==> config.mk <==
export PLATFORM = sky130hd
export DESIGN_NAME = enet_chclk_ctrl
export DESIGN_NICKNAME = d
export VERILOG_FILES = /design/src/rtl/enet_chclk_pkg.sv /design/src/rtl/enet_chclk_ctrl_fsm.sv /design/src/rtl/general_sync.sv /design/src/rtl/enet_chclk_ctrl.sv
export SDC_FILE = /design/constraint.sdc
export NUM_CORES = 1
export LEC_CHECK = 0
export ABC_AREA = 1
export CAP_MARGIN = 20
export CORE_ASPECT_RATIO = 1.25
export CORE_UTILIZATION = 30
export CTS_CLUSTER_DIAMETER = 80
export DETAILED_ROUTE_END_ITERATION = 12
export SETUP_SLACK_MARGIN = 0.05
export SLEW_MARGIN = 10
export SYNTH_ARGS = -nofsm -noshare
export SYNTH_HDL_FRONTEND = slang
export SYNTH_SLANG_ARGS = --single-unit
==> constraint.sdc <==
create_clock -name clk -period 2.6 [get_ports clk]
set_input_delay 0.78 -clock clk [delete_from_list [all_inputs] [get_ports clk]]
set_output_delay 0.78 -clock clk [all_outputs]
set_load 0.05 [all_outputs]
==> src/rtl/enet_chclk_pkg.sv <==
// rtl/enet_chclk_pkg.sv - shared state encoding, defaults and helpers for the ENET clock-switch controller
//
// Contents:
//   chclk_state_t  FSM state encoding (IDLE/OFF/ON/DONE)
//   DEF_SYNC_LV    default depth of the clk_ena feedback synchronizer
//   DEF_TO_MAX     default per-phase wait limit (used when ENET_CHCLK_CTRL_TIMEOUT_EN is defined)
//   MAX_SRC        largest supported number of clock sources
//   onehot()       index -> one-hot mask, zero for out-of-range indices
package enet_chclk_pkg;

  typedef enum logic [1:0] {
    ST_IDLE = 2'd0,
    ST_OFF  = 2'd1,
    ST_ON   = 2'd2,
    ST_DONE = 2'd3
  } chclk_state_t;

  localparam int          DEF_SYNC_LV = 2;
  localparam logic [15:0] DEF_TO_MAX  = 16'hFFFF;
  localparam int          MAX_SRC     = 8;

  // Shifting a single set bit out of range yields zero, so an illegal
  // index can never produce a multi-hot mask.
  function automatic logic [MAX_SRC-1:0] onehot(input int unsigned idx);
    return {{(MAX_SRC-1){1'b0}}, 1'b1} << idx;
  endfunction

endpackage

==> src/rtl/enet_chclk_ctrl_fsm.sv <==
// rtl/enet_chclk_ctrl_fsm.sv - break-before-make sequencer for the ENET clock-source select lines
//
// Optional feature macro: ENET_CHCLK_CTRL_TIMEOUT_EN (per-phase wait limit of TO_MAX cycles)
//
// Ports:
//   clk, rst_n  control clock, asynchronous active-low reset
//   req_valid   switch request; req_sel is the requested source index
//   req_ready   high only in IDLE
//   ack         synchronized clk_ena feedback, one bit per source
//   clk_sel     one-hot (or zero) select to each gating path
//   busy        sequencer not in IDLE
//   done / err  one-cycle completion / failure pulses
//   cur_sel     active source index; cur_vld marks it selected and enabled
module enet_chclk_ctrl_fsm
  import enet_chclk_pkg::*;
#(
  parameter int              NUM_SRC = 2,
  parameter int              SEL_W   = 3,
  parameter int              TO_W    = 16,
  parameter logic [TO_W-1:0] TO_MAX  = TO_W'(DEF_TO_MAX)
) (
  input  logic               clk,
  input  logic               rst_n,
  input  logic               req_valid,
  input  logic [SEL_W-1:0]   req_sel,
  output logic               req_ready,
  input  logic [NUM_SRC-1:0] ack,
  output logic [NUM_SRC-1:0] clk_sel,
  output logic               busy,
  output logic               done,
  output logic               err,
  output logic [SEL_W-1:0]   cur_sel,
  output logic               cur_vld
);

  if (NUM_SRC < 2 || NUM_SRC > MAX_SRC || (2 ** SEL_W) < NUM_SRC || TO_W < 1 || TO_MAX == '0)
  begin : g_bad_cfg
    $error("enet_chclk_ctrl_fsm: illegal parameter combination");
  end

  chclk_state_t       state, state_nxt;
  logic [SEL_W-1:0]   tgt, tgt_nxt, cur_sel_nxt;
  logic [NUM_SRC-1:0] clk_sel_nxt, tgt_mask, cur_mask;
  logic               cur_vld_nxt, done_nxt, err_nxt, cur_live;

  assign tgt_mask  = NUM_SRC'(onehot(32'(tgt)));
  assign cur_mask  = NUM_SRC'(onehot(32'(cur_sel)));
  assign cur_live  = |(ack & cur_mask);
  assign req_ready = (state == ST_IDLE);
  assign busy      = (state != ST_IDLE);

`ifdef ENET_CHCLK_CTRL_TIMEOUT_EN
  logic [TO_W-1:0] to_cnt, to_cnt_nxt;
  logic            to_hit;
  // to_hit means this cycle's increment brings the count to TO_MAX.
  assign to_hit = (to_cnt == TO_MAX - TO_W'(1));
`endif

  always_comb begin
    state_nxt   = state;
    tgt_nxt     = tgt;
    clk_sel_nxt = clk_sel;
    cur_sel_nxt = cur_sel;
    cur_vld_nxt = cur_vld;
    done_nxt    = 1'b0;
    err_nxt     = 1'b0;
`ifdef ENET_CHCLK_CTRL_TIMEOUT_EN
    to_cnt_nxt  = to_cnt;
`endif
    case (state)
      ST_IDLE: begin
        // Active path dropped its enable (path reset): no longer valid,
        // but leave its select line alone.
        if (cur_vld && !cur_live) cur_vld_nxt = 1'b0;
        if (req_valid) begin
          tgt_nxt = req_sel;
          if (int'(req_sel) >= NUM_SRC) begin
            err_nxt = 1'b1;
          end else if (cur_vld && cur_live && req_sel == cur_sel) begin
            done_nxt = 1'b1;
          end else begin
            clk_sel_nxt = '0;
            cur_vld_nxt = 1'b0;
            state_nxt   = ST_OFF;
          end
        end
      end
      ST_OFF: begin
        // Break: every path must report disabled before any new select.
        if (ack == '0) begin
          clk_sel_nxt = tgt_mask;
          state_nxt   = ST_ON;
        end
      end
      ST_ON: begin
        if (ack == tgt_mask) state_nxt = ST_DONE;
      end
      ST_DONE: begin
        cur_sel_nxt = tgt;
        cur_vld_nxt = 1'b1;
        done_nxt    = 1'b1;
        state_nxt   = ST_IDLE;
      end
      default: state_nxt = ST_IDLE;
    endcase
`ifdef ENET_CHCLK_CTRL_TIMEOUT_EN
    if (state == ST_OFF || state == ST_ON) begin
      to_cnt_nxt = to_cnt + TO_W'(1);
      if (state_nxt == state && to_hit) begin
        clk_sel_nxt = '0;
        cur_vld_nxt = 1'b0;
        err_nxt     = 1'b1;
        state_nxt   = ST_IDLE;
      end
    end
    if (state_nxt != state && (state_nxt == ST_OFF || state_nxt == ST_ON)) to_cnt_nxt = '0;
`endif
  end

  always_ff @(posedge clk or negedge rst_n) begin
    if (!rst_n) begin
      state   <= ST_IDLE;
      tgt     <= '0;
      clk_sel <= '0;
      cur_sel <= '0;
      cur_vld <= 1'b0;
      done    <= 1'b0;
      err     <= 1'b0;
`ifdef ENET_CHCLK_CTRL_TIMEOUT_EN
      to_cnt  <= '0;
`endif
    end else begin
      state   <= state_nxt;
      tgt     <= tgt_nxt;
      clk_sel <= clk_sel_nxt;
      cur_sel <= cur_sel_nxt;
      cur_vld <= cur_vld_nxt;
      done    <= done_nxt;
      err     <= err_nxt;
`ifdef ENET_CHCLK_CTRL_TIMEOUT_EN
      to_cnt  <= to_cnt_nxt;
`endif
    end
  end

endmodule

==> src/rtl/general_sync.sv <==
// rtl/general_sync.sv - multi-stage flop synchronizer for asynchronous level signals
//
// Ports:
//   clk    destination clock
//   rst_n  asynchronous active-low reset, every stage loads RST_VAL
//   d      asynchronous input bits
//   q      synchronized output, CHAIN_LV cycles of latency
module general_sync #(
  parameter int   WIDTH    = 1,
  parameter int   CHAIN_LV = 2,
  parameter logic RST_VAL  = 1'b0
) (
  input  logic             clk,
  input  logic             rst_n,
  input  logic [WIDTH-1:0] d,
  output logic [WIDTH-1:0] q
);

  logic [WIDTH-1:0] stage [CHAIN_LV];

  always_ff @(posedge clk or negedge rst_n) begin
    if (!rst_n) begin
      for (int i = 0; i < CHAIN_LV; i++) stage[i] <= {WIDTH{RST_VAL}};
    end else begin
      stage[0] <= d;
      for (int i = 1; i < CHAIN_LV; i++) stage[i] <= stage[i-1];
    end
  end

  assign q = stage[CHAIN_LV-1];

endmodule

==> src/rtl/enet_chclk_ctrl.sv <==
// rtl/enet_chclk_ctrl.sv - ENET glitch-free clock switch control-domain initiator
//
// Optional feature macro: ENET_CHCLK_CTRL_TIMEOUT_EN (OFF/ON waits abort after TO_MAX cycles)
//
// Ports:
//   clk, rst_n   control clock, asynchronous active-low reset
//   req_valid    switch request, req_sel = requested source index, req_ready = IDLE
//   clk_sel      one-hot (or zero) select to each per-source gating path
//   clk_ena_fb   clk_ena returned from each path, asynchronous to clk
//   busy         switch in progress
//   done / err   one-cycle success / failure pulses
//   cur_sel      active source index, cur_vld = selected and enabled
module enet_chclk_ctrl
  import enet_chclk_pkg::*;
#(
  parameter int              NUM_SRC = 2,
  parameter int              SEL_W   = 3,
  parameter int              SYNC_LV = DEF_SYNC_LV,
  parameter int              TO_W    = 16,
  parameter logic [TO_W-1:0] TO_MAX  = TO_W'(DEF_TO_MAX)
) (
  input  logic               clk,
  input  logic               rst_n,
  input  logic               req_valid,
  input  logic [SEL_W-1:0]   req_sel,
  output logic               req_ready,
  output logic [NUM_SRC-1:0] clk_sel,
  input  logic [NUM_SRC-1:0] clk_ena_fb,
  output logic               busy,
  output logic               done,
  output logic               err,
  output logic [SEL_W-1:0]   cur_sel,
  output logic               cur_vld
);

  logic [NUM_SRC-1:0] ack;

  general_sync #(
    .WIDTH   (NUM_SRC),
    .CHAIN_LV(SYNC_LV),
    .RST_VAL (1'b0)
  ) u_ack_sync (
    .clk  (clk),
    .rst_n(rst_n),
    .d    (clk_ena_fb),
    .q    (ack)
  );

  enet_chclk_ctrl_fsm #(
    .NUM_SRC(NUM_SRC),
    .SEL_W  (SEL_W),
    .TO_W   (TO_W),
    .TO_MAX (TO_MAX)
  ) u_fsm (
    .clk      (clk),
    .rst_n    (rst_n),
    .req_valid(req_valid),
    .req_sel  (req_sel),
    .req_ready(req_ready),
    .ack      (ack),
    .clk_sel  (clk_sel),
    .busy     (busy),
    .done     (done),
    .err      (err),
    .cur_sel  (cur_sel),
    .cur_vld  (cur_vld)
  );

endmodule
==> flow_metrics.py <==
metrics = {
    "logic_synthesis": {
        "synthTopCellsByCount": "nand2_1, dfrtp_1, inv_1, nor2_1, o21ai_0",
        "yosysMostFrequentCell": "nand2_1",
        "syn-instance-count": 112,
        "synth_area_sq_um": 882,
        "synth.avg_cell_area_sq_um": 7.88,
        "yosys_warnings": 0,
        "yosysTopAreaCell": "dfrtp_1",
        "synth-seq-cells": 17,
        "netlist-cell-type-count": 18,
        "synth_top_area_share": 0.482,
        "synth_edf_count": 0,
        "async_flop_share": 1.00,
        "ys_seq_area_frac": 0.482,
        "synth_ff_type": "dfrtp_1",
        "synth_fp_nets": 124,
        "ys_top_cells_by_area": "dfrtp_1, nand2_1, inv_1",
    },
    "placed_design": {
        "placed_cells": 164,
        "port_buffers": 17,
        "place_ws_ps": 536,
        "dpl.hpwl_um": 1320,
        "place.gp.congestion": 0.786,
    },
    "die": {
        "dieArea_sq_um": 3160,
        "core_sq_um": 2730,
        "start_util": 0.323,
        "die_y_um": 62.6,
        "fp-row-count": 21,
        "io_pins": 18,
        "die_x_um": 50.5,
    },
    "worst_setup_path": {
        "cp_top_family": "buffers and inverters",
        "worstSetupEndpointType": "primary output",
        "crit_slowest_cell": "clkdlybuf4s50_1",
        "cp_max_fo": 4,
        "path_cells": "clkdlybuf4s50_1",
        "max_stage_delay_ps": 820,
        "path_buf_inv": 1,
        "crit_arrival_ps": 1520,
        "crit_type": "reg2out",
        "crit_required_ps": 1820,
        "start_kind": "flop",
    },
    "cells_and_area": {
        "multiInputGateArea_sq_um": 385,
        "n_fill_cell": 300,
        "area_growth_pct": 27.5,
        "drive_gt1_frac": 0.134,
        "n_antenna_cell": 0,
        "instances_no_fill": 168,
        "fin_nets": 147,
        "area.sequential_sq_um": 425,
    },
    "timing": {
        "worst_slew_pin_slew_ps": 496,
        "drv_slew": 0,
        "fin_worst_skew_ps": 2.17,
        "setup_slack_ps": 295,
        "min_period_ps": 2300,
        "min_period_over_period": 0.886,
        "max_freq_mhz": 434,
        "setup_tns_ps": 0,
        "fin_hold_ws_ps": 362,
        "max_slew_margin": 0.668,
        "rsz0062_at_grt": "false",
        "finalHoldViolCount": 0,
        "setup_viol": 0,
    },
    "global_route": {
        "globalRouteTotalUtil": 0.120,
        "grt_first_pass_wirelength_um": 3030,
        "grt_overflow": 0,
        "grt_max_degree": 18,
        "first_global_vias": 747,
        "antenna_found_initial": 0,
    },
    "route": {
        "wire_per_inst_um": 9.97,
        "ant_nets": 0,
        "vias_per_cell": 4.54,
        "wirelength_um": 1680,
        "drt_iter0_drc": 16,
        "num_vias": 763,
        "drc": 0,
        "dr.pass1.iters": 4,
    },
    "status": {
        "status": "completed",
    },
    "clock_tree": {
        "cts.sinks": 17,
        "cts_resized": 0,
        "cts_buffers": 3,
        "hold_buffers": 0,
        "clk_latency_ps": 300,
        "htree_levels": 1,
        "clk_pin_slew_worst_paths_ps": 100,
        "post_cts_buffers": 0,
        "cts_tree": "yes",
        "cts_root_buffer": "clkbuf_4",
        "clk_path_buf_depth": 2,
    },
    "min_path": {
        "hold_class": "reg2reg",
    },
    "power_and_ir_drop": {
        "power_density_nw_per_um2": 1250,
        "power.total_w": 0.00141,
        "p_leak_nw": 0.584,
        "ir_drop_mv": 0.598,
    },
    "job": {
        "max-cap-violations": 0,
    },
}
==> cells in the final DEF, fill, tap and decap left out, drive strengths merged <==
master,instances
a21oi,1
nor2,11
clkbuf,3
inv,19
ha,4
buf,3
o21ai,7
nand4,5
clkinv,1
nor3,2
dfrtp,17
clkdlybuf4s50,15
xor2,1
or2,1
nand2,40
nand3,3
a21boi,1
==> power breakdown <==
part	internal (W)	switching, W
registers	0.000356	0.0000666
logic	0.000282	0.000557
clock network	0.0000573	0.0000895
total	0.000696	0.000713
==> layer usage <==
metal / track usage / part of all wire / vias up
li1: - / - / 390
met1: 0.149 / 0.43 / 353
met2: 0.215 / 0.52 / 18
met3: 0.0146 / 0.041 / 2
met4: 0.0313 / 0.013 / 0
met5: 0 / 0 / -
==> area by class of cell <==
class,count,area share
clock buffers,3,0.0200
clock inverters,1,0.00445
inverters,19,0.0634
multi-input cells,76,0.343
flip-flops and latches,17,0.378
well taps,34,0.0378
repair buffers,18,0.154
==> registers in the layout (all words and copies together), names as in the netlist <==
signal            cells
u_fsm.state           2
u_ack_sync.stage      2
u_fsm.done            1
u_fsm.tgt             3
u_fsm.err             1
u_fsm.cur_sel         3
u_fsm.cur_vld         1
u_ack_sync.q          2
u_fsm.clk_sel         2
==> path summary, 6_finish.rpt <==
check | start | to | slack (ps) | cells past startpoint
max in group asynchronous | rst_n | u_fsm.state[1] | 1630 | 2
setup reg to reg | u_fsm.state[0] | u_fsm.clk_sel[0] | 1130 | 8
hold / removal | u_ack_sync.stage[2] | u_ack_sync.q[0] | 360 | 0
hold reg to reg | u_ack_sync.stage[2] | u_ack_sync.q[0] | 360 | 0
min in group asynchronous | rst_n | u_ack_sync.stage[3] | 790 | 2
setup / recovery | u_fsm.cur_sel[0] | cur_sel[0] | 300 | 1
==> kinds of logic (layout without fill, tap and decap cells) <==
family / count (synthesis) / in the layout / synth area share
DFF: 17 / 17 / 0.482
AOI/OAI and AO/OA: 9 / 9 / 0.0539
adders and majority gates: 4 / 4 / 0.0567
and+or+nand+nor: 62 / 62 / 0.316
buffers and inverters: 19 / 41 / 0.0808
xor gates and xnor gates: 1 / 1 / 0.00993
==> per-stage QoR <==
stage          cell area [sq um]  utilization
2_1_floorplan                882            -
3_3_place_gp                1100        0.402
3_5_place_dp                1100        0.402
4_1_cts                     1120        0.412
5_1_grt                     1120        0.412
6_report                    1120        0.412
Power figures use the tool's default switching activity.
